[src/rtl/conv3x3_engine.sv]
// Streaming 3x3 correlation stage: builds a sliding window from 3-pixel columns,
// applies a double-buffered signed kernel, then shifts and saturates the sum.
module conv3x3_engine #(
  parameter int RAM_WIDTH    = 8,
  parameter int IMAGE_WIDTH  = 10,
  parameter int IMAGE_HEIGHT = 10,
  parameter int COEF_WIDTH   = 8,
  parameter int SHIFT        = 4
) (
  input  logic                         clk,
  input  logic                         reset,
  input  logic                         i_valid,
  input  logic [RAM_WIDTH-1:0]         i_to_conv0,
  input  logic [RAM_WIDTH-1:0]         i_to_conv1,
  input  logic [RAM_WIDTH-1:0]         i_to_conv2,
  input  logic                         i_coef_valid,
  input  logic signed [COEF_WIDTH-1:0] i_coef,
  output logic [RAM_WIDTH-1:0]         o_pixel,
  output logic                         o_valid,
  output logic                         o_frame_done
);

  localparam int PW = RAM_WIDTH + COEF_WIDTH + 1;
  localparam int SW = PW + 4;
  localparam int CW = (IMAGE_WIDTH > 2) ? $clog2(IMAGE_WIDTH) : 2;
  localparam int RC = (IMAGE_HEIGHT > 3) ? $clog2(IMAGE_HEIGHT - 2) : 1;
  localparam logic signed [COEF_WIDTH-1:0] CENTER  = COEF_WIDTH'(1 << SHIFT);
  localparam logic signed [SW-1:0]         PIX_MAX = SW'((1 << RAM_WIDTH) - 1);

  logic [CW-1:0]                col_q;
  logic [RC-1:0]                row_q;
  logic [3:0]                   idx_q;
  logic [RAM_WIDTH-1:0]         win_q    [3][2];
  logic signed [COEF_WIDTH-1:0] shadow_q [9];
  logic signed [COEF_WIDTH-1:0] kern_q   [9];
  logic signed [PW-1:0]         prod_q   [9];
  logic signed [SW-1:0]         sum_q;
  logic                         v1_q, fd1_q, v2_q, fd2_q;

  logic [RAM_WIDTH-1:0]         pix_in   [3];
  logic [RAM_WIDTH-1:0]         tap      [9];
  logic signed [PW-1:0]         prod_d   [9];
  logic signed [SW-1:0]         sum_d;
  logic signed [SW-1:0]         shifted_d;
  logic [RAM_WIDTH-1:0]         pix_d;
  logic                         last_col, last_row, win_valid, frame_start;

  assign pix_in[0] = i_to_conv0;
  assign pix_in[1] = i_to_conv1;
  assign pix_in[2] = i_to_conv2;

  assign last_col    = (col_q == CW'(IMAGE_WIDTH - 1));
  assign last_row    = (row_q == RC'(IMAGE_HEIGHT - 3));
  assign win_valid   = i_valid && (col_q >= CW'(2));
  assign frame_start = i_valid && (col_q == '0) && (row_q == '0);

  // The live input column serves as the newest window column, so only two are stored.
  genvar gi;
  generate
    for (gi = 0; gi < 3; gi++) begin : g_row
      assign tap[gi*3 + 0] = win_q[gi][0];
      assign tap[gi*3 + 1] = win_q[gi][1];
      assign tap[gi*3 + 2] = pix_in[gi];
    end
    for (gi = 0; gi < 9; gi++) begin : g_mul
      assign prod_d[gi] = PW'($signed({1'b0, tap[gi]})) * PW'(kern_q[gi]);
    end
  endgenerate

  always_comb begin
    sum_d = '0;
    for (int k = 0; k < 9; k++) begin
      sum_d = sum_d + SW'(prod_q[k]);
    end
  end

  always_comb begin
    shifted_d = sum_q >>> SHIFT;
    pix_d     = shifted_d[RAM_WIDTH-1:0];
    if (shifted_d < 0) begin
      pix_d = '0;
    end else if (shifted_d > PIX_MAX) begin
      pix_d = '1;
    end
  end

  always_ff @(posedge clk) begin
    if (reset) begin
      col_q        <= '0;
      row_q        <= '0;
      idx_q        <= '0;
      v1_q         <= 1'b0;
      fd1_q        <= 1'b0;
      v2_q         <= 1'b0;
      fd2_q        <= 1'b0;
      sum_q        <= '0;
      o_pixel      <= '0;
      o_valid      <= 1'b0;
      o_frame_done <= 1'b0;
      for (int k = 0; k < 9; k++) begin
        shadow_q[k] <= (k == 4) ? CENTER : '0;
        kern_q[k]   <= (k == 4) ? CENTER : '0;
        prod_q[k]   <= '0;
      end
      for (int r = 0; r < 3; r++) begin
        win_q[r][0] <= '0;
        win_q[r][1] <= '0;
      end
    end else begin
      if (i_valid) begin
        if (last_col) begin
          col_q <= '0;
          row_q <= last_row ? '0 : row_q + RC'(1);
        end else begin
          col_q <= col_q + CW'(1);
        end
        for (int r = 0; r < 3; r++) begin
          win_q[r][0] <= win_q[r][1];
          win_q[r][1] <= pix_in[r];
        end
      end
      // Active kernel takes the shadow as it was before any same-cycle write.
      if (frame_start) begin
        for (int k = 0; k < 9; k++) begin
          kern_q[k] <= shadow_q[k];
        end
      end
      if (i_coef_valid) begin
        shadow_q[idx_q] <= i_coef;
        idx_q           <= (idx_q == 4'd8) ? 4'd0 : idx_q + 4'd1;
      end
      for (int k = 0; k < 9; k++) begin
        prod_q[k] <= prod_d[k];
      end
      v1_q         <= win_valid;
      fd1_q        <= win_valid && last_col && last_row;
      sum_q        <= sum_d;
      v2_q         <= v1_q;
      fd2_q        <= fd1_q;
      o_pixel      <= pix_d;
      o_valid      <= v2_q;
      o_frame_done <= fd2_q;
    end
  end

endmodule

[config.mk]
export PLATFORM = sky130hd
export DESIGN_NAME = conv3x3_engine
export DESIGN_NICKNAME = d
export VERILOG_FILES = /design/src/rtl/conv3x3_engine.sv
export SDC_FILE = /design/constraint.sdc
export NUM_CORES = 2
export LEC_CHECK = 0
export CAP_MARGIN = 40
export CORE_MARGIN = 4
export CORE_UTILIZATION = 45
export CTS_CLUSTER_SIZE = 20
export DETAILED_ROUTE_END_ITERATION = 7
export PLACE_DENSITY_LB_ADDON = 0.25
export SLEW_MARGIN = 20
export SYNTH_ARGS = -nofsm -noshare
export SYNTH_HDL_FRONTEND = slang
export SYNTH_SLANG_ARGS = --single-unit
export TNS_END_PERCENT = 30
[constraint.sdc]
create_clock -name clk -period 7.5 [get_ports clk]
set_clock_uncertainty 0.15 [all_clocks]
set_input_delay 1.5 -clock clk [delete_from_list [all_inputs] [get_ports clk]]
set_output_delay 1.5 -clock clk [all_outputs]
set_load 0.05 [all_outputs]
==> impl_table.tex <==
\begin{tabular}{lr}
\hline
Metric & Value \\
\hline
\multicolumn{2}{l}{\textbf{STA}} \\
\quad Unrepaired setup endpoints after global routing & false \\
\quad Portion of the clock cycle consumed by the worst path in the final layout & 76.80\% \\
\quad Max-slew violation count & 0 \\
\quad Total negative setup slack & 0 ns \\
\quad Number of setup violations in the final report & 0 \\
\quad Shortest period the worst path allows & 5.760 ns \\
\quad Highest attainable clock frequency & 173.6 MHz \\
\quad Final-report hold violation count & 0 \\
\quad Tightest Pin Transition & 0.8954 ns \\
\quad Slew margin rel. & 40.12\% \\
\multicolumn{2}{l}{\textbf{Placed design}} \\
\quad Detail Placement HPWL & 63.84 mm \\
\quad RePlAce Congestion & 0.8521 \\
\quad Cell area reported after detailed placement & 37,250 µm² \\
\quad Total of buffers placed on input and output ports & 45 \\
\multicolumn{2}{l}{\textbf{Clock network}} \\
\quad TritonCTS Buffers & 43 \\
\quad Clock transition at the registers of the reported paths & 0.06 ns \\
\quad Number of resized instances in the post-cts repair step & 0 \\
\quad Largest buffer count on any clock path & 3 \\
\quad Buffer count from post-CTS setup fixing & 0 \\
\quad Buffer type at the clock tree root & sky130\_fd\_sc\_hd\_\_clkbuf\_16 \\
\quad TritonCTS clock tree & built \\
\quad Clock sink count & 387 \\
\quad Quantity of hold-fixing buffers added after cts & 0 \\
\quad Skew-Pair Late Insertion Delay & 0.58 ns \\
\quad H-tree level count & 2 \\
\multicolumn{2}{l}{\textbf{Floorplan}} \\
\quad Floorplan die area & 83,480 µm² \\
\quad Die height & 288.9 µm \\
\quad Placeable Area & 77,850 µm² \\
\quad Initial core utilization & 45.62\% \\
\quad I/O pin cnt & 46 \\
\quad Number of core rows & 102 \\
\quad Overall die width & 288.9 µm \\
\multicolumn{2}{l}{\textbf{Detailed routing}} \\
\quad Remaining antenna violation count after routing & 0 \\
\quad Total vias in the final route & 23,160 \\
\quad Post-route DRC & 0 \\
\quad Number of violations reported at the end of detailed-routing iteration 0 & 1,414 \\
\quad Routed wire length per instance & 17.09 µm \\
\quad Routed via count divided by cell count & 4.946 \\
\quad Final WL & 80.05 mm \\
\quad Length of the first detailed-routing pass in iterations & 5 \\
\multicolumn{2}{l}{\textbf{Critical path}} \\
\quad Type of the setup path with the least slack & input pin to flip-flop \\
\quad Worst Setup End Kind & flip-flop \\
\quad Critical path startpoint category & input pin \\
\quad Required time of the worst setup path & 7.84 ns \\
\quad Maximum net fanout on the critical path & 9 \\
\quad Arrival time at the worst endpoint & 6.10 ns \\
\multicolumn{2}{l}{\textbf{Synth}} \\
\quad Number of cells produced by synthesis & 3,561 \\
\quad Post-synthesis cell area & 35,520 µm² \\
\quad Number of synthesized flops with an enable pin & 192 \\
\quad Proportion of synthesized chip area in sequential cells & 27.23\% \\
\quad Post-Syn Area per Cell & 9.973 µm² \\
\quad Syn. warnings & 0 \\
\quad FFs w/ async S/R, synth & 0\% \\
\quad Commonest register cell after synthesis & sky130\_fd\_sc\_hd\_\_dfxtp\_1 \\
\quad Number of flip-flops and latches in the synthesized netlist & 387 \\
\quad Synth Net Count & 4,463 \\
\quad Unique cell type count in the Yosys netlist & 55 \\
\multicolumn{2}{l}{\textbf{Finish}} \\
\quad Final antenna diode count & 0 \\
\quad Filler cells & 7,227 \\
\quad Post-layout instance area & 38,720 µm² \\
\quad Area used by multi-input combinational logic & 22,970 µm² \\
\quad Leading cell type in the layout, fill and taps excluded & sky130\_fd\_sc\_hd\_\_inv\_1 \\
\quad Most frequent cells in the layout & sky130\_fd\_sc\_hd\_\_inv\_1 (718), sky130\_fd\_sc\_hd\_\_fa\_1 (454), sky130\_fd\_sc\_hd\_\_ha\_1 (412), sky130\_fd\_sc\_hd\_\_and2\_1 (410), sky130\_fd\_sc\_hd\_\_nand2\_1 (292) \\
\quad Number of nets in the layout & 4,511 \\
\quad Utilization after layout & 49.73\% \\
\quad Area growth syn-to-layout & 9.015\% \\
\quad Sequential cell area & 9669 µm² \\
\quad Fraction of final layout cells with drive strength greater than 1 & 2.882\% \\
\multicolumn{2}{l}{\textbf{Hold path}} \\
\quad Worst hold path class & flip-flop to flip-flop \\
\multicolumn{2}{l}{\textbf{GRT}} \\
\quad Largest net degree at the start of global routing & 155 \\
\quad Overflow after GRT & 0 \\
\quad Vias in the first global route & 23,920 \\
\quad Antenna violations before repair & 6 \\
\quad First-pass GRT wire length & 130.4 mm \\
\quad Combined global-route utilization of all metal layers & 20.00\% \\
\multicolumn{2}{l}{\textbf{Run}} \\
\quad Max-capacitance violation count & 0 \\
\multicolumn{2}{l}{\textbf{Pwr}} \\
\quad Leakage & 0.01917 µW \\
\quad Total power density per cell area & 331.3 nW/µm² \\
\quad Worst ir drop on vdd & 812.3 µV \\
\multicolumn{2}{l}{\textbf{Outcome}} \\
\quad Outcome & completed \\
\hline
\end{tabular}
through the flow:
step / cells / power (µW) / hold slack (ns) / setup slack (ns)
2_1_floorplan: 3561 / 8692 / 0.2638 / 1.926
3_3_place_gp: 4598 / 10470 / 0.2666 / 1.243
3_5_place_dp: 4604 / 10590 / 0.2750 / 1.176
4_1_cts: 4683 / 12870 / 0.2920 / 1.781
5_1_grt: 4683 / 14190 / 0.2951 / 1.397
6_report: 4683 / 12830 / 0.2832 / 1.740
cell type report:
cell class,count,share of cell area [%]
tap,1040,3.361
sequential,387,24.97
clock inverter,22,0.6269
clock buffer,57,3.170
inverter,718,6.961
multi-input combinational,2401,59.34
timing repair buffer,58,1.567
routing by layer:
metal	up-vias	global-route usage, %	part of all wire [%]
met5	-	0	0
met4	0	4.795	2.2
met3	103	2.966	4.9
met2	448	32.82	46
met1	11420	28.13	47
li1	11190	-	-
sequential cells by signal, summed over array words and instances (netlist names):
name          cells
sum_q            17
row_q             3
shadow_q         72
fd2_q             1
win_q            48
idx_q             4
o_pixel           8
col_q             4
o_valid           1
prod_q          153
o_frame_done      1
kern_q           72
fd1_q             1
v2_q              1
v1_q              1
power breakdown:
group          total [µW]  internal, µW  switching (µW)
logic                7730          3220            4510
registers            2880          2580             293
clock network        2220          1300             918
synthesized netlist by cell type, types with 11 or more instances:
master                     number  area [µm²]
sky130_fd_sc_hd__inv_1        718        2695
sky130_fd_sc_hd__fa_1         454        9089
sky130_fd_sc_hd__ha_1         412        5155
sky130_fd_sc_hd__and2_1       410        2565
sky130_fd_sc_hd__nand2_1      292        1096
sky130_fd_sc_hd__dfxtp_1      195        3904
sky130_fd_sc_hd__edfxtp_1     192        5766
sky130_fd_sc_hd__nor2_1       179       671.9
sky130_fd_sc_hd__nor2b_1       80       500.5
sky130_fd_sc_hd__a21oi_1       70       350.3
sky130_fd_sc_hd__and3_1        66       412.9
sky130_fd_sc_hd__xor2_1        62       543.0
sky130_fd_sc_hd__nand2b_1      61       381.6
sky130_fd_sc_hd__clkbuf_1      46       172.7
sky130_fd_sc_hd__nor3_1        40       200.2
sky130_fd_sc_hd__o21ai_0       39       195.2
sky130_fd_sc_hd__xnor2_1       34       297.8
sky130_fd_sc_hd__nand3_1       30       150.1
sky130_fd_sc_hd__a21o_1        27       202.7
sky130_fd_sc_hd__o21a_1        26       195.2
sky130_fd_sc_hd__a211oi_1      16       120.1
sky130_fd_sc_hd__o211ai_1      11       82.58
sky130_fd_sc_hd__or3_1         11       68.82
final timing paths:
kind                                    start             end  slack (ns)  depth (start not counted)
worst max-delay path            i_to_conv2[6]  prod_q[0][152]        1.74                         17
worst min-delay path                     v1_q            v2_q        0.28                          1
worst max register to register   kern_q[0][3]   prod_q[0][15]        2.40                         14
worst min register to register           v1_q            v2_q        0.28                          1
cell families after synthesis:
group | share of synthesized area [%]
AOI/OAI and AO/OA | 4.330
xor gates and xnor gates | 2.367
adders and majority gates | 40.11
buffers and inverters | 8.173
DFF | 27.23
muxes | 0.2431
and+or+nand+nor | 17.56
worst max-delay path, cell delays in order:
cell,delay [ns]
sky130_fd_sc_hd__clkdlybuf4s50_1,0.69
sky130_fd_sc_hd__nand2_1,0.15
sky130_fd_sc_hd__fa_1,0.54
sky130_fd_sc_hd__fa_1,0.55
sky130_fd_sc_hd__inv_1,0.05
sky130_fd_sc_hd__fa_1,0.47
sky130_fd_sc_hd__inv_1,0.05
sky130_fd_sc_hd__fa_1,0.48
sky130_fd_sc_hd__inv_1,0.05
sky130_fd_sc_hd__ha_1,0.32
sky130_fd_sc_hd__o21a_1,0.14
sky130_fd_sc_hd__o31a_1,0.17
sky130_fd_sc_hd__o211ai_1,0.11
sky130_fd_sc_hd__a21oi_1,0.20
sky130_fd_sc_hd__nor3_1,0.09
sky130_fd_sc_hd__or4_1,0.46
sky130_fd_sc_hd__o21ai_0,0.09
No activity file was read; power rests on OpenSTA's default activity.
